[config.mk]
export PLATFORM = sky130hd
export DESIGN_NAME = rmii_rx_frame_ctrl_flat
export DESIGN_NICKNAME = d
export VERILOG_FILES = /design/src/rtl/rmii_rx_frame_ctrl_pkg.sv /design/src/rtl/rmii_rx_frame_ctrl_if.sv /design/src/rtl/rmii_rx_frame_ctrl_crc32_d8.sv /design/src/rtl/rmii_rx_frame_ctrl.sv /design/src/flat_wrapper.sv
export SDC_FILE = /design/constraint.sdc
export NUM_CORES = 1
export LEC_CHECK = 0
export ABC_CLOCK_PERIOD_IN_PS = 2100
export CORE_MARGIN = 5
export CORE_UTILIZATION = 40
export DETAILED_ROUTE_END_ITERATION = 8
export PLACE_DENSITY = 0.59
export SYNTH_ARGS = -nofsm -noshare
export SYNTH_HDL_FRONTEND = slang
export SYNTH_HIERARCHICAL = 1
export SYNTH_SLANG_ARGS = --single-unit
[constraint.sdc]
create_clock -name i_clk -period 2.1 [get_ports i_clk]
set_clock_uncertainty 0.05 [all_clocks]
set_input_delay 0.42 -clock i_clk [delete_from_list [all_inputs] [get_ports i_clk]]
set_output_delay 0.42 -clock i_clk [all_outputs]
set_load 0.02 [all_outputs]
[src/rtl/rmii_rx_frame_ctrl_pkg.sv]
// ---------------------------------------------------------------------------
// rmii_rx_pkg
// Shared types and constants for the RMII receive frame controller:
//   - rx_state_e  : frame controller states (IDLE, PRE, DATA, DROP)
//   - DIBIT_PRE   : preamble dibit 2'b01
//   - DIBIT_SFD   : start-of-frame-delimiter dibit 2'b11
//   - CRC_POLY / CRC_INIT / CRC_RESIDUE : reflected CRC-32 constants used
//     when the design is built with RMII_RX_CRC_CHECK_EN defined.
// ---------------------------------------------------------------------------
package rmii_rx_pkg;

  typedef enum logic [1:0] {
    ST_IDLE = 2'd0,
    ST_PRE  = 2'd1,
    ST_DATA = 2'd2,
    ST_DROP = 2'd3
  } rx_state_e;

  localparam logic [1:0] DIBIT_PRE = 2'b01;
  localparam logic [1:0] DIBIT_SFD = 2'b11;

  localparam logic [31:0] CRC_POLY    = 32'hEDB88320;
  localparam logic [31:0] CRC_INIT    = 32'hFFFFFFFF;
  // Register value left behind after running the CRC over a frame
  // including its own (correct) FCS.
  localparam logic [31:0] CRC_RESIDUE = 32'hDEBB20E3;

endpackage

[src/rtl/rmii_rx_frame_ctrl_if.sv]
// ---------------------------------------------------------------------------
// rmii_rx_frame_ctrl_if
// Bundles the dibit input stream and the frame byte output stream of
// rmii_rx_frame_ctrl.
//   i_rmii_rxvld / i_rmii_rxdata : dibit stream from the CDC FIFO
//   o_frame_vld / o_frame_data   : one byte per o_frame_vld pulse
//   o_frame_sof / o_frame_eof    : first / last byte markers
//   o_frame_err                  : frame bad, meaningful with o_frame_eof
//   o_frame_cnt / o_err_cnt      : saturating good / errored frame counts
// Modports:
//   master : the frame controller (consumes dibits, sources frame bytes)
//   slave  : the surrounding logic (sources dibits, consumes frame bytes)
// ---------------------------------------------------------------------------
interface rmii_rx_frame_ctrl_if;

  logic        i_rmii_rxvld;
  logic [1:0]  i_rmii_rxdata;
  logic        o_frame_vld;
  logic [7:0]  o_frame_data;
  logic        o_frame_sof;
  logic        o_frame_eof;
  logic        o_frame_err;
  logic [15:0] o_frame_cnt;
  logic [15:0] o_err_cnt;

  modport master (
    input  i_rmii_rxvld, i_rmii_rxdata,
    output o_frame_vld, o_frame_data, o_frame_sof, o_frame_eof,
           o_frame_err, o_frame_cnt, o_err_cnt
  );

  modport slave (
    output i_rmii_rxvld, i_rmii_rxdata,
    input  o_frame_vld, o_frame_data, o_frame_sof, o_frame_eof,
           o_frame_err, o_frame_cnt, o_err_cnt
  );

endinterface

[src/rtl/rmii_rx_frame_ctrl_crc32_d8.sv]
// ---------------------------------------------------------------------------
// crc32_d8
// Combinational one-byte update of the reflected CRC-32
// (polynomial 32'hEDB88320). Data bits are consumed LSB first, matching the
// on-wire bit order of Ethernet.
//   i_crc  : current CRC register
//   i_data : byte to fold in
//   o_crc  : updated CRC register
// Only compiled when RMII_RX_CRC_CHECK_EN is defined; without the macro no
// CRC logic exists in the build.
// ---------------------------------------------------------------------------
`ifdef RMII_RX_CRC_CHECK_EN
module crc32_d8
  import rmii_rx_pkg::*;
(
  input  logic [31:0] i_crc,
  input  logic [7:0]  i_data,
  output logic [31:0] o_crc
);

  function automatic logic [31:0] crc_step8(input logic [31:0] c,
                                            input logic [7:0]  d);
    logic [31:0] r;
    r = c;
    for (int i = 0; i < 8; i++) begin
      r = (r >> 1) ^ ((r[0] ^ d[i]) ? CRC_POLY : 32'h0);
    end
    return r;
  endfunction

  assign o_crc = crc_step8(i_crc, i_data);

endmodule
`endif

[src/rtl/rmii_rx_frame_ctrl.sv]
// ---------------------------------------------------------------------------
// rmii_rx_frame_ctrl
// Receive-side frame controller: hunts preamble + SFD in the dibit stream,
// assembles LSB-first bytes, delimits frames by an idle timeout and emits a
// byte stream with sof/eof/err flags plus saturating good/error counters.
//
// Ports:
//   i_clk   : system clock (only clock)
//   i_rst_n : asynchronous active-low reset
//   rx_if   : rmii_rx_frame_ctrl_if.master (dibits in, frame bytes out)
// Parameters:
//   P_MIN_PRE : minimum preamble dibits before SFD is accepted
//   P_IDLE_TO : idle cycles that close a frame
//   P_MIN_LEN : runt threshold in bytes (FCS included)
//   P_MAX_LEN : oversize threshold in bytes
// Build option:
//   RMII_RX_CRC_CHECK_EN : when defined, a CRC-32 residue check also flags
//                          the frame as errored.
// ---------------------------------------------------------------------------
module rmii_rx_frame_ctrl
  import rmii_rx_pkg::*;
#(
  parameter int P_MIN_PRE = 8,
  parameter int P_IDLE_TO = 8,
  parameter int P_MIN_LEN = 64,
  parameter int P_MAX_LEN = 1518
) (
  input  logic                 i_clk,
  input  logic                 i_rst_n,
  rmii_rx_frame_ctrl_if.master rx_if
);

  localparam int IW = $clog2(P_IDLE_TO + 1);

  rx_state_e   state, state_nxt;
  logic [7:0]  pre_cnt;
  logic [IW-1:0] idle_cnt;
  logic [7:0]  shift_p0;
  logic [1:0]  phase;
  logic [7:0]  held_p0;
  logic [15:0] byte_cnt;

  logic        vld;
  logic [1:0]  dib;
  logic [7:0]  shift_nxt;
  logic        timeout, byte_done, oversize;
  logic        emit_mid, emit_ovs, emit_to;
  logic        crc_bad, frame_bad;
  logic        out_vld_d, out_sof_d, out_eof_d, out_err_d;

  logic        frame_vld_p1, frame_sof_p1, frame_eof_p1, frame_err_p1;
  logic [7:0]  frame_data_p1;
  logic [15:0] frame_cnt, err_cnt;

  assign vld       = rx_if.i_rmii_rxvld;
  assign dib       = rx_if.i_rmii_rxdata;
  assign shift_nxt = {dib, shift_p0[7:2]};
  // A coinciding vld always wins over the timeout.
  assign timeout   = !vld && (idle_cnt == IW'(P_IDLE_TO - 1));
  assign byte_done = (state == ST_DATA) && vld && (phase == 2'd3);
  assign oversize  = byte_done && (byte_cnt == 16'(P_MAX_LEN));

  // -------------------------------------------------------------------------
  // FSM: state register
  // -------------------------------------------------------------------------
  always_ff @(posedge i_clk or negedge i_rst_n) begin
    if (!i_rst_n) state <= ST_IDLE;
    else          state <= state_nxt;
  end

  // FSM: next-state logic
  always_comb begin
    state_nxt = state;
    unique case (state)
      ST_IDLE: if (vld && dib == DIBIT_PRE) state_nxt = ST_PRE;
      ST_PRE: begin
        if (vld) begin
          if (dib == DIBIT_PRE)
            state_nxt = ST_PRE;
          else if (dib == DIBIT_SFD && pre_cnt >= 8'(P_MIN_PRE))
            state_nxt = ST_DATA;
          else
            state_nxt = ST_IDLE;
        end else if (timeout) begin
          state_nxt = ST_IDLE;
        end
      end
      ST_DATA: begin
        if (oversize)     state_nxt = ST_DROP;
        else if (timeout) state_nxt = ST_IDLE;
      end
      ST_DROP: if (timeout) state_nxt = ST_IDLE;
      default: state_nxt = ST_IDLE;
    endcase
  end

  // FSM: output decode. The held byte goes out when the next byte completes,
  // when the frame times out (as the last byte), or as a forced eof when an
  // oversize byte completes.
  always_comb begin
    emit_mid  = byte_done && (byte_cnt != 16'd0) && !oversize;
    emit_ovs  = oversize;
    emit_to   = (state == ST_DATA) && timeout && (byte_cnt != 16'd0);
    frame_bad = (phase != 2'd0) || (byte_cnt < 16'(P_MIN_LEN)) || crc_bad;
    out_vld_d = emit_mid || emit_ovs || emit_to;
    out_sof_d = out_vld_d && (byte_cnt == 16'd1);
    out_eof_d = emit_ovs || emit_to;
    out_err_d = emit_ovs || (emit_to && frame_bad);
  end

  // -------------------------------------------------------------------------
  // Stage p0: preamble/idle counting and byte assembly
  // -------------------------------------------------------------------------
  always_ff @(posedge i_clk or negedge i_rst_n) begin
    if (!i_rst_n) begin
      pre_cnt  <= 8'd0;
      idle_cnt <= '0;
      shift_p0 <= 8'd0;
      phase    <= 2'd0;
      held_p0  <= 8'd0;
      byte_cnt <= 16'd0;
    end else begin
      if (vld || state_nxt != state)
        idle_cnt <= '0;
      else if (idle_cnt != IW'(P_IDLE_TO))
        idle_cnt <= idle_cnt + IW'(1);

      if (state == ST_IDLE && vld && dib == DIBIT_PRE)
        pre_cnt <= 8'd1;
      else if (state == ST_PRE && vld && dib == DIBIT_PRE && pre_cnt != 8'hFF)
        pre_cnt <= pre_cnt + 8'd1;

      if (state == ST_PRE && state_nxt == ST_DATA) begin
        shift_p0 <= 8'd0;
        phase    <= 2'd0;
        byte_cnt <= 16'd0;
      end else if (state == ST_DATA && vld) begin
        shift_p0 <= shift_nxt;
        phase    <= phase + 2'd1;
        if (byte_done) begin
          held_p0 <= shift_nxt;
          if (byte_cnt != 16'hFFFF) byte_cnt <= byte_cnt + 16'd1;
        end
      end
    end
  end

`ifdef RMII_RX_CRC_CHECK_EN
  logic [31:0] crc_q, crc_upd;

  crc32_d8 u_crc (
    .i_crc  (crc_q),
    .i_data (shift_nxt),
    .o_crc  (crc_upd)
  );

  always_ff @(posedge i_clk or negedge i_rst_n) begin
    if (!i_rst_n)                                 crc_q <= CRC_INIT;
    else if (state == ST_PRE && state_nxt == ST_DATA) crc_q <= CRC_INIT;
    else if (byte_done)                           crc_q <= crc_upd;
  end

  assign crc_bad = (crc_q != CRC_RESIDUE);
`else
  assign crc_bad = 1'b0;
`endif

  // -------------------------------------------------------------------------
  // Stage p1: registered frame outputs and counters
  // -------------------------------------------------------------------------
  always_ff @(posedge i_clk or negedge i_rst_n) begin
    if (!i_rst_n) begin
      frame_vld_p1  <= 1'b0;
      frame_sof_p1  <= 1'b0;
      frame_eof_p1  <= 1'b0;
      frame_err_p1  <= 1'b0;
      frame_data_p1 <= 8'h00;
      frame_cnt     <= 16'd0;
      err_cnt       <= 16'd0;
    end else begin
      frame_vld_p1 <= out_vld_d;
      frame_sof_p1 <= out_sof_d;
      frame_eof_p1 <= out_eof_d;
      frame_err_p1 <= out_err_d;
      if (out_vld_d) frame_data_p1 <= held_p0;
      if (out_eof_d && !out_err_d && frame_cnt != 16'hFFFF)
        frame_cnt <= frame_cnt + 16'd1;
      if (out_eof_d && out_err_d && err_cnt != 16'hFFFF)
        err_cnt <= err_cnt + 16'd1;
    end
  end

  assign rx_if.o_frame_vld  = frame_vld_p1;
  assign rx_if.o_frame_data = frame_data_p1;
  assign rx_if.o_frame_sof  = frame_sof_p1;
  assign rx_if.o_frame_eof  = frame_eof_p1;
  assign rx_if.o_frame_err  = frame_err_p1;
  assign rx_if.o_frame_cnt  = frame_cnt;
  assign rx_if.o_err_cnt    = err_cnt;

endmodule

[src/flat_wrapper.sv]
// flat-port wrapper written by rule: the top's interface ports become plain ports
module rmii_rx_frame_ctrl_flat import rmii_rx_pkg::*;
#(
  parameter int P_MIN_PRE = 8,
  parameter int P_IDLE_TO = 8,
  parameter int P_MIN_LEN = 64,
  parameter int P_MAX_LEN = 1518
)
  (i_clk, i_rst_n, rx_if_i_rmii_rxvld, rx_if_i_rmii_rxdata, rx_if_o_frame_vld, rx_if_o_frame_data, rx_if_o_frame_sof, rx_if_o_frame_eof, rx_if_o_frame_err, rx_if_o_frame_cnt, rx_if_o_err_cnt);
  rmii_rx_frame_ctrl_if rx_if_i ();
  input  logic i_clk;
  input  logic i_rst_n;
  input wire logic [$bits(rx_if_i.i_rmii_rxvld)-1:0] rx_if_i_rmii_rxvld;
  input wire logic [$bits(rx_if_i.i_rmii_rxdata)-1:0] rx_if_i_rmii_rxdata;
  output wire logic [$bits(rx_if_i.o_frame_vld)-1:0] rx_if_o_frame_vld;
  output wire logic [$bits(rx_if_i.o_frame_data)-1:0] rx_if_o_frame_data;
  output wire logic [$bits(rx_if_i.o_frame_sof)-1:0] rx_if_o_frame_sof;
  output wire logic [$bits(rx_if_i.o_frame_eof)-1:0] rx_if_o_frame_eof;
  output wire logic [$bits(rx_if_i.o_frame_err)-1:0] rx_if_o_frame_err;
  output wire logic [$bits(rx_if_i.o_frame_cnt)-1:0] rx_if_o_frame_cnt;
  output wire logic [$bits(rx_if_i.o_err_cnt)-1:0] rx_if_o_err_cnt;
  assign rx_if_i.i_rmii_rxvld = rx_if_i_rmii_rxvld;
  assign rx_if_i.i_rmii_rxdata = rx_if_i_rmii_rxdata;
  assign rx_if_o_frame_vld = rx_if_i.o_frame_vld;
  assign rx_if_o_frame_data = rx_if_i.o_frame_data;
  assign rx_if_o_frame_sof = rx_if_i.o_frame_sof;
  assign rx_if_o_frame_eof = rx_if_i.o_frame_eof;
  assign rx_if_o_frame_err = rx_if_i.o_frame_err;
  assign rx_if_o_frame_cnt = rx_if_i.o_frame_cnt;
  assign rx_if_o_err_cnt = rx_if_i.o_err_cnt;
  rmii_rx_frame_ctrl #(.P_MIN_PRE(P_MIN_PRE), .P_IDLE_TO(P_IDLE_TO), .P_MIN_LEN(P_MIN_LEN), .P_MAX_LEN(P_MAX_LEN)) u_core (.i_clk(i_clk), .i_rst_n(i_rst_n), .rx_if(rx_if_i));
endmodule
==> impl_metrics.env <==
export IMPL_syn_area_sq_um=4461
export IMPL_whs_ps=437.4
export IMPL_drtIter0Drc=217
export IMPL_die_area_sq_um=13360
export IMPL_antenna_found_initial=0
export IMPL_final_common_cell="dfrtp_1"
export IMPL_p_leak_nw=2.751
export IMPL_grt_pass1_vias=3562
export IMPL_cts_root_buffer="clkbuf_8"
export IMPL_fin_util=0.5522
export IMPL_yosys_warnings=6
export IMPL_chipHeight_microns=115.6
export IMPL_rows=38
export IMPL_violations="setup timing"
export IMPL_combPwrFrac=0.247
export IMPL_hold_path_startpoint="u_core/held_p0[2]"
export IMPL_critPathRequiredTime_ps=2300
export IMPL_layout_common_cells="dfrtp_1, buf_4, nand2_1"
export IMPL_syn2layout_area_growth_pct=34.78
export IMPL_post_place_cells=678
export IMPL_status="finished with violations"
export IMPL_hold_path_class="register to register"
export IMPL_gp_congestion=0.8396
export IMPL_crit_type="register to register"
export IMPL_drtPass1Iterations=4
export IMPL_htreeDepth=3
export IMPL_rsz0062_at_grt="yes"
export IMPL_numCtsBuffers=9
export IMPL_ios=49
export IMPL_diodes=0
export IMPL_grt_usage=0.1623
export IMPL_finalSetupViolations=13
export IMPL_worstSetupStartpointType="register"
export IMPL_grt_pass1_wl_mm=17.31
export IMPL_core_area_sq_um=10890
export IMPL_avgSynthCellArea_sq_um=10.25
export IMPL_drt_total_wl_mm=10.48
export IMPL_cpPeakStageDelay_ps=570
export IMPL_worstPathCellList="or4_4 > nand4b_1 > and3b_2 > o211ai_1 > mux2_4"
export IMPL_internal_power_w=0.003193
export IMPL_cts_tree="yes"
export IMPL_synth_edf_count=0
export IMPL_vias=3658
export IMPL_endpoint_kind="register"
export IMPL_power_density_nw_per_um2=752.1
export IMPL_drive_gt1_frac=0.2206
export IMPL_ys_seq_area_frac=0.5049
export IMPL_syn_nets=452
export IMPL_place_ws_ps=-474.4
export IMPL_gr_total_overflow=0
export IMPL_crit_path_start="u_core/byte_cnt[13]"
export IMPL_tightest_slew_ps=721.9
export IMPL_p_sw_frac=0.2939
export IMPL_clkPwrFrac=0.289
export IMPL_finalWorstSetupSlack_ps=-128.5
export IMPL_slowest_stage="or4_4"
export IMPL_seqPwrFrac=0.464
export IMPL_min_period_ps=2228
export IMPL_clock_sinks=90
export IMPL_grt_max_degree=43
export IMPL_cp_top_family="simple AND/OR/NAND/NOR gates"
export IMPL_die_x_microns=115.6
export IMPL_path_clk_slew_ps=90
export IMPL_wl_per_cell_microns=14.93
export IMPL_cp_num_buf_inv=0
export IMPL_synth_flop_cell="dfrtp_1"
export IMPL_worst_path_max_fanout=5
export IMPL_cap_violations=0
export IMPL_p_sw_w=0.001329
export IMPL_hold_viol_final=0
export IMPL_peakVddDrop_v=0.0005553
export IMPL_fin_cells=702
export IMPL_cp_arrival_ps=2430
export IMPL_maxSlewHeadroom=0.5169
export IMPL_initial_utilization=0.4097
export IMPL_reg2reg_from="u_core/byte_cnt[13]"
export IMPL_fmax_mhz=448.7
export IMPL_synth_async_reset_ratio=1.000
export IMPL_final_nets=574
export IMPL_via_per_inst=5.211
export IMPL_syn_inst=435
export IMPL_portBuffers=48
export IMPL_yosysUniqueCellTypes=50
export IMPL_antenna_left=0
export IMPL_slew_violations=0
export IMPL_clk_latency_ps=360
export IMPL_min_period_over_period=1.061
export IMPL_drcViolationCount=0
export IMPL_synth_seq_cells=90
export IMPL_dpl_hpwl_mm=7.473
export IMPL_cts_buffer_depth=2
## cell usage after synthesis, types with 2 or more instances
| library cell | instances | area share |
|---|---|---|
| dfrtp_1 | 90 | 0.50 |
| nand2_1 | 58 | 0.049 |
| nor2_1 | 39 | 0.033 |
| xnor2_1 | 33 | 0.065 |
| nor3_1 | 18 | 0.020 |
| inv_1 | 17 | 0.014 |
| nand4_1 | 17 | 0.024 |
| nand3_1 | 14 | 0.016 |
| mux2i_1 | 13 | 0.029 |
| ha_1 | 12 | 0.034 |
| mux2_2 | 11 | 0.028 |
| a21oi_1 | 8 | 0.0090 |
| nor4_1 | 8 | 0.011 |
| o211ai_1 | 8 | 0.013 |
| xor2_1 | 8 | 0.016 |
| clkbuf_1 | 7 | 0.0059 |
| nand3b_1 | 6 | 0.010 |
| o2111ai_1 | 6 | 0.012 |
| and3_1 | 5 | 0.0070 |
| nand2b_1 | 5 | 0.0070 |
| o21ai_0 | 5 | 0.0056 |
| and4_1 | 4 | 0.0079 |
| or3_1 | 4 | 0.0056 |
| and2_1 | 3 | 0.0042 |
| buf_2 | 3 | 0.0034 |
| o21ai_2 | 3 | 0.0059 |
| a211oi_1 | 2 | 0.0034 |
| nand4b_1 | 2 | 0.0039 |
| nor2b_1 | 2 | 0.0028 |
| o31ai_1 | 2 | 0.0034 |
| or2_2 | 2 | 0.0028 |
| or4_1 | 2 | 0.0034 |
## cell type report
type | count | area, sq um
Fill cell | 982 | 4876
Sequential cell | 90 | 2252
Multi-Input combinational cell | 317 | 2232
Timing Repair Buffer | 122 | 1072
Tap cell | 140 | 175.2
Clock buffer | 9 | 123.9
Clock inverter | 7 | 92.59
Inverter | 17 | 63.81
## routing by layer
layer | up-vias | part of all wire | GRT usage | routed length (microns)
met4 | 0 | 0.017 | 0.06182 | 174
met2 | 78 | 0.48 | 0.2508 | 4988
met1 | 1798 | 0.46 | 0.2314 | 4858
li1 | 1770 | - | - | -
met3 | 12 | 0.044 | 0.02402 | 459
met5 | - | 0 | 0 | 0
## stage by stage
step           total power, W  area [sq um]  TNS (ps)
3_3_place_gp         0.003199          5585    -14540
2_1_floorplan        0.002688          4461    -227.7
6_report             0.004522          6012    -769.1
4_1_cts              0.004563          5857    -713.2
3_5_place_dp         0.003228          5585    -17790
5_1_grt              0.004796          6012     -2171
## repair_timing
item	CTS	global route
resized for setup	6	17
hold buffers	1	0
hold endpoints to repair	12	0
buffers inserted	2	4
pin swaps	6	12
cloned	0	1
endpoints found under the setup margin	35	47
## worst reg2reg max path: cells and delay by family, from the launching register on
kind / cells / cell delay, ps
multiplexers: 1 / 330
AO/OA/AOI/OAI: 1 / 270
flip-flops: 1 / 390
AND/OR/NAND/NOR: 3 / 1090
## worst paths after layout
kind	cells past startpoint	slack, ps	to
max in group asynchronous	3	880	u_core/byte_cnt[4]
max reg2reg	5	-130	u_core/rx_if.o_err_cnt[14]
min in group asynchronous	2	530	u_core/pre_cnt[0]
min reg2reg	2	440	u_core/held_p0[2]
max	5	-130	u_core/rx_if.o_err_cnt[14]
min	2	440	u_core/held_p0[2]
## power groups by stage
stage | logic [W] | clock network [W] | registers [W]
after floorplan | 0.000456 | 0 | 0.00223
after global placement | 0.00108 | 0 | 0.00212
after detailed placement | 0.00110 | 0 | 0.00213
after CTS | 0.00112 | 0.00135 | 0.00210
after global routing | 0.00123 | 0.00143 | 0.00213
final | 0.00112 | 0.00131 | 0.00210
## cell families (layout without fill, tap and decap cells)
group / after synthesis / in the layout / synth area share
xor gates and xnor gates: 41 / 41 / 0.08051
and+or+nand+nor: 195 / 195 / 0.2236
adders and majority gates: 12 / 12 / 0.03366
buffers and inverters: 29 / 155 / 0.02693
DFF: 90 / 90 / 0.5049
AOI/OAI and AO/OA: 43 / 44 / 0.07013
muxes: 25 / 25 / 0.06031
## registers in the layout, indices dropped and copies added (netlist names)
register                   flops
u_core/byte_cnt               16
u_core/rx_if.o_err_cnt        16
u_core/rx_if.o_frame_cnt      16
u_core/held_p0                 8
u_core/pre_cnt                 8
u_core/rx_if.o_frame_data      8
u_core/shift_p0                6
u_core/idle_cnt                4
u_core/phase                   2
u_core/state                   2
u_core/rx_if.o_frame_eof       1
u_core/rx_if.o_frame_err       1
u_core/rx_if.o_frame_sof       1
u_core/rx_if.o_frame_vld       1
No activity file was read; power rests on OpenSTA's default activity.
